`src/rtl/seq_detect_param.sv`:
```
// Parametrised serial bit-sequence detector with a runtime-loadable pattern,
// overlap/non-overlap mode, a registered match pulse and a saturating match counter.
module seq_detect_param #(
    parameter int unsigned        SEQ_LEN = 4,
    parameter logic [SEQ_LEN-1:0] PATTERN = 4'b0110,
    parameter int unsigned        CNT_W   = 8
) (
    input  logic               clk,
    input  logic               reset,
    input  logic               in,
    input  logic               in_valid,
    input  logic               overlap_en,
    input  logic               pattern_load,
    input  logic [SEQ_LEN-1:0] pattern_in,
    input  logic               clear_count,
    output logic               out,
    output logic [CNT_W-1:0]   match_count,
    output logic               count_sat
);

    localparam int unsigned       FILL_W   = $clog2(SEQ_LEN + 1);
    localparam logic [FILL_W-1:0] FILL_MAX = FILL_W'(SEQ_LEN);

    logic [SEQ_LEN-1:0] pattern_q;
    logic [SEQ_LEN-1:0] hist;
    logic [SEQ_LEN-1:0] hist_next;
    logic [FILL_W-1:0]  fill;
    logic [FILL_W-1:0]  fill_next;
    logic [CNT_W-1:0]   cnt_inc;
    logic               match;

    always_comb begin
        hist_next = {hist[SEQ_LEN-2:0], in};
        fill_next = (fill == FILL_MAX) ? FILL_MAX : fill + FILL_W'(1);
        cnt_inc   = match_count + CNT_W'(1);
        // A load in the same cycle discards the incoming bit, so it can never match.
        match     = in_valid && !pattern_load &&
                    (fill_next == FILL_MAX) && (hist_next == pattern_q);
    end

    always_ff @(posedge clk) begin
        if (reset) begin
            pattern_q   <= PATTERN;
            hist        <= '0;
            fill        <= '0;
            out         <= 1'b0;
            match_count <= '0;
            count_sat   <= 1'b0;
        end else begin
            out <= match;

            if (pattern_load) begin
                pattern_q <= pattern_in;
                hist      <= '0;
                fill      <= '0;
            end else if (in_valid) begin
                hist <= hist_next;
                fill <= (match && !overlap_en) ? '0 : fill_next;
            end

            if (clear_count) begin
                match_count <= '0;
                count_sat   <= 1'b0;
            end else if (match && (match_count != '1)) begin
                match_count <= cnt_inc;
                if (cnt_inc == '1) begin
                    count_sat <= 1'b1;
                end
            end
        end
    end

endmodule

```
`config.mk`:
```
export PLATFORM = sky130hd
export DESIGN_NAME = seq_detect_param
export DESIGN_NICKNAME = d
export VERILOG_FILES = /design/src/rtl/seq_detect_param.sv
export SDC_FILE = /design/constraint.sdc
export NUM_CORES = 1
export LEC_CHECK = 0
export BUFFER_PORTS_ARGS = -buffer_cell sky130_fd_sc_hd__buf_2
export CORE_MARGIN = 4
export CORE_UTILIZATION = 52
export DETAILED_ROUTE_END_ITERATION = 12
export GPL_TIMING_DRIVEN = 0
export HOLD_SLACK_MARGIN = 0.08
export PLACE_DENSITY = 0.77
export SYNTH_ARGS = -nofsm -noshare
export SYNTH_HDL_FRONTEND = slang
export SYNTH_SLANG_ARGS = --single-unit
```
`constraint.sdc`:
```
create_clock -name clk -period 2.31 [get_ports clk]
set_input_delay 0.3465 -clock clk [delete_from_list [all_inputs] [get_ports clk]]
set_output_delay 0.3465 -clock clk [all_outputs]
set_load 0.005 [all_outputs]
```
==> metrics.csv <==
metric,value,unit
share of the synthesized area in the top cell type,39.2,%
I/O Pins,21,
synthesized area,0.00102,mm2
worst-margin pin slew,0.429,ns
clock latency on the worst-skew pair,0.30,ns
most frequent cells in the layout,"dfxtp_1, buf_2, a21oi_1, nor2_1",
die width,52.3,um
max-cap violations,0,
Post-Synth XOR/XNOR Area,6.00,%
worst ir drop on vdd,434,uV
largest family of logic cells by synthesized area,simple AND/OR/NAND/NOR gates,
CTS H-tree depth,1,
DRT iter0 DRCs,14,
Yosys warning total,0,
Routed Antenna Nets,0,
Setup Viol. Count Final,0,
IO Port Bufs,18,
switch share,20.6,%
Area Growth Syn to Fin,17.0,%
via count,877,
number of synthesized register bits,20,
Hold Path Class,primary input to register,
CP max FO,10,
DR WL/cell,12.3,um
global-route wire length before repair,3490,um
Yosys top cell by area,dfxtp_1,
critical path type,register to register,
clk_skew,0.00527,ns
largest net degree at the start of global routing,13,
Syn Inst Count,117,
Avg Inst Size Synth,8.73,um2
total setup buffers inserted after CTS,0,
R2R cell count,7,
CP Cell Sequence,inv_1 > ha_1 > o21ai_0 > nand3_2 > clkbuf_1 > o31ai_1 > a21oi_1,
vias in the first global route,821,
Core Area,0.00180,mm2
PwrDens,578,mW/mm2
antenna fix cells,0,
mux cell area share after synthesis,4.90,%
internal power,0.000548,W
Startpoint Class,register,
"Arr. time, crit path",2.20,ns
fin crit share,86.8,%
ranking of synthesized cells by area,"dfxtp_1, ha_1, mux2i_1",
RSZ-0062 raised after global routing,no,
Post-CTS Hold Fix Bufs,0,
final worst slack,0.304,ns
Hold Crit Endpoint,pattern_q[2],
initial core utilization,56.7,%
critical path's largest stage delay,0.38,ns
DP HPWL,1480,um
Critical Path End Type,register,
Die H,52.3,um
Critical Path RT,2.50,ns
Worst Hold Depth,2,
Total Routing Usage GR,16.8,%
CTS Buf Count,3,
Final nets,155,
FMAX,499,MHz
Root Buffer,clkbuf_4,
adder-cell share of the synthesized area,4.90,%
TNS Setup,0,ns
layout cell share with drive strength beyond 1,20.9,%
"leading cell type in the layout, fill and taps excluded",dfxtp_1,
std cell rows,15,
die area,0.00274,mm2
Clock power frac,42.1,%
Netlist cell types,33,
CP startpoint,fill[0],
Switching Power,0.000142,W
final hold vios,0,
r2r setup slk,0.30,ns
min Tclk post-route,2.01,ns
syn_nets,132,
"Slew Viols, Final",0,
WHS,0.242,ns
sequential share of power,51.5,%
Slew HR,71.4,%
DR DRC count,0,
GP Congestion,0.816,
status,"complete, no violations",
CTS resizes,0,
Post-Synth Simple-Gate Area,24.4,%
grt total ovfl,0,
Num Clock Sinks,20,
drt pass-1 iters,4,
clk slew on worst S/H paths,0.12,ns
Hold Startpoint,pattern_in[2],
TritonCTS clock tree,yes,
Leak,0.469,nW
Synth Area in Compound Gates,16.1,%
sequential-to-total area share from yosys stat,39.2,%
initial antenna violation count,0,
clk buf depth,2,
routed wire length,2020,um
Vias/cell,5.35,
RR Startpoint,fill[0],
combinational share of power,6.3,%
Worst R2R End,match_count[5],
Finished Core Util,66.3,%
Setup WS pre-CTS,0.387,ns
CP max stage cell,dfxtp_1,
cell type report:
class	count	area [um2]
fillers	167	607
multi-input cells	86	574
flip-flops and latches	20	400
repair buffers	18	90.1
well taps	25	31.3
clock inverters	1	30.0
plain buffers	6	27.5
clock buffers	3	22.5
inverters	5	18.8
worst max-delay path by stage:
stage                           to  slack, ns
detailed placement  match_count[5]       0.39
CTS                 match_count[5]       0.31
finish              match_count[5]       0.30
floorplan           match_count[7]       0.56
global route        match_count[5]       0.12
global placement    match_count[4]       0.40
synthesized netlist by cell type (all sizes together):
cell / n
nand3b: 1
xnor2: 3
nor2: 7
inv: 5
or4: 5
clkbuf: 4
or2: 2
o21ba: 1
o21ai: 7
a211o: 2
or3: 3
xor2: 4
o211ai: 1
nor3: 3
o211a: 1
nand2b: 4
dfxtp: 20
mux2i: 5
ha: 4
nand4: 2
nand2: 6
buf: 2
nor4: 2
o21a: 1
nor2b: 2
o31a: 1
o31ai: 3
nand3: 7
a21oi: 9
through the flow:
stage                     std cells  cell area [um2]  total power, W
after floorplan                 117             1020        0.000393
after CTS                       164             1190        0.000696
after global routing            164             1190        0.000712
after global placement          160             1140        0.000406
final                           164             1190        0.000690
after detailed placement        160             1140        0.000407
per-layer routing:
layer | up-vias | track usage [%] | part of all wire (%)
met4 | 0 | 7.66 | 0.69
met1 | 397 | 21.1 | 45
met5 | - | 0 | 0
li1 | 458 | - | -
met3 | 2 | 3.42 | 5.8
met2 | 20 | 27.5 | 49
cells by family after synthesis:
group / after synthesis
simple gates: 44
compound gates: 26
flops: 20
buf+inv: 11
xor+xnor: 7
mux: 5
fa+ha+maj: 4
power groups by stage:
stage | clock [W] | combinational, W | sequential (W)
after floorplan | 0 | 0.0000303 | 0.000362
after global placement | 0 | 0.0000423 | 0.000363
after detailed placement | 0 | 0.0000433 | 0.000363
after CTS | 0.000297 | 0.0000438 | 0.000356
after global routing | 0.000306 | 0.0000495 | 0.000357
final | 0.000291 | 0.0000436 | 0.000356
flip-flops by register name, indices dropped and copies added, names as in the netlist:
register,cells
out,1
pattern_q,4
count_sat,1
fill,3
match_count,8
hist,3
worst max-delay path, delay by kind of cell (launching register included):
family          cells  cell delay [ns]
compound gates      3             0.61
fa+ha+maj           1             0.31
buf+inv             2             0.37
flops               1             0.38
simple gates        1             0.22
Power figures use the tool's default switching activity.
